`src/rtl/prefetch_queue_if.sv`:
```
// Bus bundle for the t8086 instruction prefetch queue: redirect (flush),
// instruction ROM fetch port, and the byte handshake toward decode.
// The master modport is the queue itself; slave is the surrounding core/ROM.
interface prefetch_queue_if;
  logic        flush;
  logic [15:0] flush_cs;
  logic [15:0] flush_ip;
  logic        rom_en;
  logic [19:0] rom_addr;
  logic [7:0]  rom_data;
  logic        q_valid;
  logic [7:0]  q_data;
  logic [15:0] q_ip;
  logic        q_ready;
  logic [3:0]  q_count;

  modport master (
    input  flush, flush_cs, flush_ip, rom_data, q_ready,
    output rom_en, rom_addr, q_valid, q_data, q_ip, q_count
  );

  modport slave (
    output flush, flush_cs, flush_ip, rom_data, q_ready,
    input  rom_en, rom_addr, q_valid, q_data, q_ip, q_count
  );
endinterface

```
`src/rtl/prefetch_queue.sv`:
```
// Instruction prefetch queue for the t8086 core.
// Fetches code bytes from a registered byte-wide ROM at CS:IP, buffers them
// in a DEPTH-entry circular buffer and hands them to decode one per cycle.
// A flush discards everything (queued and in-flight) and restarts at a new
// CS:IP.
// Optional macro PFQ_BYPASS_EN: when the queue is empty, a returning ROM byte
// is presented on q_data in the same cycle and, if taken, never stored.
module prefetch_queue #(
  parameter int          DEPTH    = 6,
  parameter logic [15:0] RESET_CS = 16'h0000,
  parameter logic [15:0] RESET_IP = 16'h0000
) (
  input  logic             clk,
  input  logic             rst,
  prefetch_queue_if.master bus
);

  localparam int            PW     = (DEPTH > 1) ? $clog2(DEPTH) : 1;
  localparam logic [PW-1:0] LAST   = PW'(DEPTH - 1);
  localparam logic [4:0]    DEPTH5 = 5'(DEPTH);

  logic [15:0]   fetch_cs;
  logic [15:0]   fetch_ip;
  logic [15:0]   head_ip;
  logic          inflight;
  logic [PW-1:0] head;
  logic [PW-1:0] tail;
  logic [3:0]    count;
  logic [7:0]    mem [DEPTH];

  logic stored;
  logic issue;
  logic resp;
  logic pop;
  logic push;
  logic advance;

  function automatic logic [PW-1:0] bump(input logic [PW-1:0] p);
    return (p == LAST) ? '0 : p + PW'(1);
  endfunction

  assign stored = (count != 4'd0);

  // rst is folded in so the strobe is low while reset is held, yet rises in
  // the very first cycle after release. The issue rule counts the in-flight
  // byte but deliberately does not credit a same-cycle pop.
  assign issue = rst && !bus.flush &&
                 (({1'b0, count} + {4'b0, inflight}) < DEPTH5);
  assign resp  = inflight && !bus.flush;
  assign pop   = stored && bus.q_ready && !bus.flush;

`ifdef PFQ_BYPASS_EN
  logic bypass;
  assign bypass      = !stored && resp;
  assign push        = resp && !(bypass && bus.q_ready);
  assign advance     = pop || (bypass && bus.q_ready);
  assign bus.q_valid = stored || bypass;
  assign bus.q_data  = stored ? mem[head] : (bypass ? bus.rom_data : 8'h00);
`else
  assign push        = resp;
  assign advance     = pop;
  assign bus.q_valid = stored;
  assign bus.q_data  = stored ? mem[head] : 8'h00;
`endif

  assign bus.rom_en   = issue;
  assign bus.rom_addr = {fetch_cs, 4'b0000} + {4'b0000, fetch_ip};
  assign bus.q_ip     = head_ip;
  assign bus.q_count  = count;

  // Fetch pointer, queue pointers and occupancy; flush overrides all activity.
  always_ff @(posedge clk or negedge rst) begin
    if (!rst) begin
      fetch_cs <= RESET_CS;
      fetch_ip <= RESET_IP;
      head_ip  <= RESET_IP;
      inflight <= 1'b0;
      head     <= '0;
      tail     <= '0;
      count    <= 4'd0;
    end else if (bus.flush) begin
      fetch_cs <= bus.flush_cs;
      fetch_ip <= bus.flush_ip;
      head_ip  <= bus.flush_ip;
      inflight <= 1'b0;
      head     <= '0;
      tail     <= '0;
      count    <= 4'd0;
    end else begin
      inflight <= issue;
      if (issue)   fetch_ip <= fetch_ip + 16'd1;
      if (push)    tail     <= bump(tail);
      if (pop)     head     <= bump(head);
      if (advance) head_ip  <= head_ip + 16'd1;
      if (push && !pop)      count <= count + 4'd1;
      else if (pop && !push) count <= count - 4'd1;
    end
  end

  // Byte storage; contents need no reset because q_data is masked when empty.
  always_ff @(posedge clk) begin
    if (push) mem[tail] <= bus.rom_data;
  end

endmodule

```
`src/flat_wrapper.sv`:
```
// flat-port wrapper written by rule: the top's interface ports become plain ports
module prefetch_queue_flat 
#(
  parameter int          DEPTH    = 6,
  parameter logic [15:0] RESET_CS = 16'h0000,
  parameter logic [15:0] RESET_IP = 16'h0000
)
  (clk, rst, bus_flush, bus_flush_cs, bus_flush_ip, bus_rom_data, bus_q_ready, bus_rom_en, bus_rom_addr, bus_q_valid, bus_q_data, bus_q_ip, bus_q_count);
  prefetch_queue_if bus_i ();
  input  logic clk;
  input  logic rst;
  input wire logic [$bits(bus_i.flush)-1:0] bus_flush;
  input wire logic [$bits(bus_i.flush_cs)-1:0] bus_flush_cs;
  input wire logic [$bits(bus_i.flush_ip)-1:0] bus_flush_ip;
  input wire logic [$bits(bus_i.rom_data)-1:0] bus_rom_data;
  input wire logic [$bits(bus_i.q_ready)-1:0] bus_q_ready;
  output wire logic [$bits(bus_i.rom_en)-1:0] bus_rom_en;
  output wire logic [$bits(bus_i.rom_addr)-1:0] bus_rom_addr;
  output wire logic [$bits(bus_i.q_valid)-1:0] bus_q_valid;
  output wire logic [$bits(bus_i.q_data)-1:0] bus_q_data;
  output wire logic [$bits(bus_i.q_ip)-1:0] bus_q_ip;
  output wire logic [$bits(bus_i.q_count)-1:0] bus_q_count;
  assign bus_i.flush = bus_flush;
  assign bus_i.flush_cs = bus_flush_cs;
  assign bus_i.flush_ip = bus_flush_ip;
  assign bus_i.rom_data = bus_rom_data;
  assign bus_i.q_ready = bus_q_ready;
  assign bus_rom_en = bus_i.rom_en;
  assign bus_rom_addr = bus_i.rom_addr;
  assign bus_q_valid = bus_i.q_valid;
  assign bus_q_data = bus_i.q_data;
  assign bus_q_ip = bus_i.q_ip;
  assign bus_q_count = bus_i.q_count;
  prefetch_queue #(.DEPTH(DEPTH), .RESET_CS(RESET_CS), .RESET_IP(RESET_IP)) u_core (.clk(clk), .rst(rst), .bus(bus_i));
endmodule
```
`config.mk`:
```
export PLATFORM = sky130hd
export DESIGN_NAME = prefetch_queue_flat
export DESIGN_NICKNAME = d
export VERILOG_FILES = /design/src/rtl/prefetch_queue_if.sv /design/src/rtl/prefetch_queue.sv /design/src/flat_wrapper.sv
export SDC_FILE = /design/constraint.sdc
export NUM_CORES = 1
export LEC_CHECK = 0
export BUFFER_PORTS_ARGS = -buffer_cell sky130_fd_sc_hd__buf_2
export CAP_MARGIN = 0
export CORE_MARGIN = 4
export CORE_UTILIZATION = 51
export DETAILED_ROUTE_END_ITERATION = 6
export PLACE_DENSITY = 0.82
export SETUP_SLACK_MARGIN = 0.15
export SLEW_MARGIN = 20
export SYNTH_ARGS = -nofsm -noshare
export SYNTH_HDL_FRONTEND = slang
export SYNTH_SLANG_ARGS = --single-unit
```
`constraint.sdc`:
```
create_clock -name clk -period 2.06 [get_ports clk]
set_input_delay 0.206 -clock clk [delete_from_list [all_inputs] [get_ports clk]]
set_output_delay 0.206 -clock clk [all_outputs]
set_load 0.01 [all_outputs]
```
After elaboration in Yosys (flattened, before gate mapping)
Memories as Yosys holds them, arrays and structs flattened.
Index checks and enable logic that the tools add are counted.
W data, S select, Z words.
{"block": "op_classes", "n_addsub": 8, "muxes": 17, "n_eq_ne": 2, "n_reduce_logical": 15, "magnitude_cmp": 1}
{"op": "$mux W16", "n": 4}
{"op": "$add A16 B1 Y16 const B", "n": 2}
{"op": "$add A20 B16 Y20", "n": 1}
{"op": "$mux W3", "n": 6}
{"op": "$mux W4", "n": 3}
{"op": "$mux W8", "n": 1}
{"op": "$logic_and A1 B1 Y1", "n": 7}
{"op": "$add A3 B1 Y3 const B", "n": 2}
{"op": "$eq A3 B3 Y1 const B", "n": 2}
{"op": "$reduce_bool A2 Y1", "n": 3}
{"op": "$add A4 B1 Y5", "n": 1}
{"op": "$lt A5 B3 Y1 const B", "n": 1}
{"op": "$add A4 B1 Y4 const B", "n": 1}
{"op": "$reduce_bool A4 Y1", "n": 1}
{"op": "$sub A4 B1 Y4 const B", "n": 1}
{"op": "$logic_not A1 Y1", "n": 3}
{"op": "$mux W1", "n": 3}
{"op": "$reduce_bool A3 Y1", "n": 1}
{"block": "totals", "input_bits": 44, "ff_bits": 59, "elab_cells": 51, "ramBits": 48, "memories": 1, "out_inout_bits": 50}
{"name": "u_core.mem", "depth": 6, "word_bits": 8, "read_ports": 1, "rd_ports_with_merged_regs": 0, "wr": 1, "line": "prefetch_queue.sv:29", "text": "logic [7:0] mem [DEPTH];"}

Logic depth before layout (Yosys ltp)
{"block": "depth", "ltp_word": 7, "depth_mapped": 9, "depth_no_buf": 8}

Worst setup path before layout
OpenSTA, ideal clock, no wires.
{"block": "synth_timing", "path_kind": "reg-to-reg", "start": "register u_core.count[0], in the netlist u_core.bus.q_count[0]", "end": "register u_core.count[3], in the netlist u_core.bus.q_count[3]", "period_less_slack_ps": 2321, "path_slack_ps": -261, "stages_incl_launch_ff": 10, "required_ps": 1928, "path_buffers": 1, "setup_ps": 132, "arrival_ps": 2189, "path_cell_list": "dfrtp_1 > buf_4 > o41ai_1 > nand2_1 > ha_1 > a21o_1 > a21oi_1 > mux2i_1 > xnor2_1 > nor2_1"}
{"block": "synth_between", "elab_chain_cells": 7, "elab_cells_between_ends": 12, "classes_between": "2 x add/sub; 3 x mux; 7 x reduce/logical"}
{"element": "start: declaration", "line": "prefetch_queue.sv:28", "text": "logic [3:0] count;"}
{"element": "start signal: assignment", "line": "prefetch_queue.sv:95", "text": "if (push && !pop) count <= count + 4'd1;"}
{"element": "start signal: assignment", "line": "prefetch_queue.sv:96", "text": "else if (pop && !push) count <= count - 4'd1;"}
{"element": "parallel branches: the longest is 7 deep, another holds $sub A4 B1 Y4"}
Parallel ways; which one is timed is not known. The select of a mux whose other input is x is not followed.
A chain may end at the register's enable or synchronous reset.

Final worst setup path
{"block": "layout_timing", "start": "register u_core.fetch_ip[9]", "end": "output port bus_rom_addr[19]"}
{"block": "layout_between", "elab_chain_cells": 1}
{"element": "start: declaration", "line": "prefetch_queue.sv:23", "text": "logic [15:0] fetch_ip;"}
{"element": "start signal: assignment", "line": "prefetch_queue.sv:83", "text": "fetch_ip <= bus.flush_ip;"}
{"element": "start signal: assignment", "line": "prefetch_queue.sv:91", "text": "if (issue) fetch_ip <= fetch_ip + 16'd1;"}
{"element": "$add A20 B16 Y20", "line": "prefetch_queue.sv:67", "text": "assign bus.rom_addr = {fetch_cs, 4'b0000} + {4'b0000, fetch_ip};"}
{"element": "end: declaration", "line": "flat_wrapper.sv:18", "text": "output wire logic [$bits(bus_i.rom_addr)-1:0] bus_rom_addr;"}
No other way between the ends.

==> metrics.txt <==
Synth Area in Compound Gates=0.121; CP delay by family, top=simple AND/OR/NAND/NOR gates; worst-path cell chain=ha_4 > nand4_1 > o22a_1 > o31a_1 > or4_1 > nand4_1 > buf_2; final WL=14900 um; max incr delay on CP=430 ps; Clock Path Buffers=2; Hold Path Cell Cnt=2; Crit-path slowest cell=dfrtp_1; synthesized area=0.00561 sq mm; DR iter-0 viols=305; Slew @ Worst Pin=774 ps; Port-buffer cells=93; dpl cells=746; # DRC=0; Cell Pwr Density=987 mW/mm^2; clk slew on worst S/H paths=100 ps; synthesized-area fraction occupied by adder cells=0.0451; Synth top area share=0.263; routed wl met3=951 um; Layout Skew=11.5 ps; Post-synth EDFFs=48; Worst Path Required=1850 ps; final net count=712; HPWL after detailed placement=10200 um; Top Metal Used=met4; Crit path arrival time=2340 ps; placed cell area=0.00667 sq mm; Setup crit start kind=flip-flop; worst r2r src=u_core.bus.q_count[1]; CTS Hold Buffers Added=0; via count=4686; FF-to-FF End=u_core.bus.q_count[3]; gr usage total=0.231; fraction of registers with async set/reset=0.551; Ys Warns=0; total length of routed met2 wires=7550 um; CTS sink cnt=107; Hold Crit Class=in2reg; Design Area, Final=0.00748 sq mm; initial antenna violation count=0; Max-Cap Viols=0; Yosys top cell by area=dfrtp_1; die area=0.0127 sq mm; Fmax achieved=0.393 GHz; total power=7.38 mW; Synth area leaders=dfrtp_1 (26%), edfxtp_1 (26%), mux2_2 (3.8%); final core occ=0.693; RD Place Congestion=0.923; relative slew slack=0.484; Die Wd=113 um; share of post-route cells with drive strength above 1=0.445; gr ovfl total=0; Ports=94; FF-to-FF path depth=8; clock tree root buffer cell=clkbuf_8; RSZ-0062 raised after global routing=true; first-pass GRT wire length=23700 um; 1st-pass router iterations=5; clock latency on the worst-skew pair=370 ps; Top FF cell, synth=dfrtp_1; WL/cell=18.8 um; Post-Synthesis Cells=481; largest net degree at the start of global routing=60; cts bufs inserted=9; outcome=finished, violations left; kind of end point of the critical path=output pin; leak pwr=3.08 nW; post-synthesis register bit count=107; CTS H-tree depth=3; largest family of logic cells by synthesized area=simple AND/OR/NAND/NOR gates; Initial Util=0.519; Worst Path Max Fanout=5; hold slack=57.0 ps; CTS tree=done; Worst R2R Setup Slack=-70 ps; critical setup path kind=reg2out; total number of placement rows=38; worst hold start=bus_flush_ip[3]; crit share post-route=1.23; Syn Area/Cell=11.7 sq um; Pins Over Slew Limit=0; Hold EP=u_core.fetch_ip[3]; Layout area overhead=33.4%; Via density=5.90; Fin. Hold Viols=0; most common cell after layout, fill and taps aside=buf_2; M1 WL=5930 um; most frequent cells in the layout=buf_2 (91), buf_4 (62), dfrtp_1 (55), edfxtp_1 (48), nand2_1 (38); Final Critical Period=2540 ps; final worst slack=-482 ps; final std cells w/o fill=794; xor and xnor area share after synthesis=0.0531; diodes inserted=0; Worst IR Drop VDD=0.561 mV; number of global-route vias before repair=4753; Crit. Startpoint=u_core.fetch_ip[9]; mux cell area share after synthesis=0.0940; final setup vio count=14; Unique masters post-synth=58; chip height=113 um; CP Buf/Inv Count=1; syn nets=544; sequential-to-total area share from yosys stat=0.521; post-synthesis simple-gate area fraction=0.135; post-route ant nets=0; failing checks=setup timing; most used cell, CP=nand4_1; core area=0.0108 sq mm
[worst max path at each step]
stage / endpoint / slack (ps) / depth (start not counted)
4_1_cts: bus_rom_addr[19] / -440 / 7
5_1_grt: bus_rom_addr[19] / -610 / 7
2_1_floorplan: u_core.bus.q_count[3] / -70 / 9
3_5_place_dp: u_core.bus.q_count[3] / -70 / 8
6_report: bus_rom_addr[19] / -480 / 7
3_3_place_gp: u_core.fetch_ip[10] / 20 / 8
[per-layer routing]
layer	vias to the layer above	GRT usage
li1	2113	-
met1	2290	0.292
met2	231	0.397
met3	52	0.0439
met4	0	0.0873
met5	-	0
[logic make-up (layout without fill, tap and decap cells)]
logic type,after synthesis,in the layout
and+or+nand+nor,152,152
DFF,107,107
AOI/OAI and AO/OA,94,94
muxes,39,39
buffers and inverters,36,209
xor gates and xnor gates,34,34
adders and majority gates,19,19
[state kept, by name, summed over array words and instances, names as in the netlist]
signal              cells
u_core.fetch_ip        16
u_core.tail             3
u_core.bus.q_ip        16
u_core.bus.q_count      4
u_core.inflight         1
u_core.head             3
u_core.mem             48
u_core.fetch_cs        16
[synth_stat cells (2+ instances only)]
library cell,number
dfrtp_1,59
o21ai_0,10
xnor2_1,17
a21o_1,11
o21a_1,3
buf_2,2
buf_1,2
nor3b_1,2
nand2_1,42
fa_1,2
mux2i_1,11
nor2b_1,2
xor2_1,17
o311ai_0,2
a211oi_1,12
a21oi_1,22
a21boi_0,4
or4_1,2
o21bai_1,2
buf_4,7
a221o_1,3
and3_1,7
mux4_2,8
clkbuf_1,9
nand2b_1,10
nor2_1,39
nor4_2,2
and2_1,4
mux2_2,19
o211ai_1,6
a31oi_1,5
a21oi_4,2
nor3_1,12
edfxtp_1,48
ha_1,17
inv_1,13
o31a_1,3
nand3_1,11
a311oi_1,2
nand4_1,12
[report_power, final]
part           switching, mW  internal (mW)  leakage [nW]
Clock                  0.730          0.451        0.0799
Sequential             0.227           2.43          1.14
Combinational           1.76           1.79          1.87
Total                   2.71           4.67          3.08
[stage by stage]
| stage | worst slack [ps] | TNS, ps |
|---|---|---|
| floorplan | -71.1 | -71.1 |
| global placement | 20.6 | 0 |
| detailed placement | -65.4 | -145 |
| CTS | -443 | -3890 |
| global route | -614 | -6100 |
| finish | -482 | -4500 |
[repair_timing]
item | CTS | global route
endpoints found under the setup margin | 38 | 46
setup buffers | 23 | 8
gates cloned | 1 | 0
resized for setup | 46 | 41
pin swaps | 16 | 19
[area by class of cell]
cell class	instances	area (sq um)
Fill cell	720	3310
Sequential cell	107	2920
Multi-Input combinational cell	338	2910
Timing Repair Buffer	178	1230
Tap cell	140	175
Clock buffer	10	128
Inverter	15	66.3
Clock inverter	6	46.3
(Power assumes the default switching activity.)
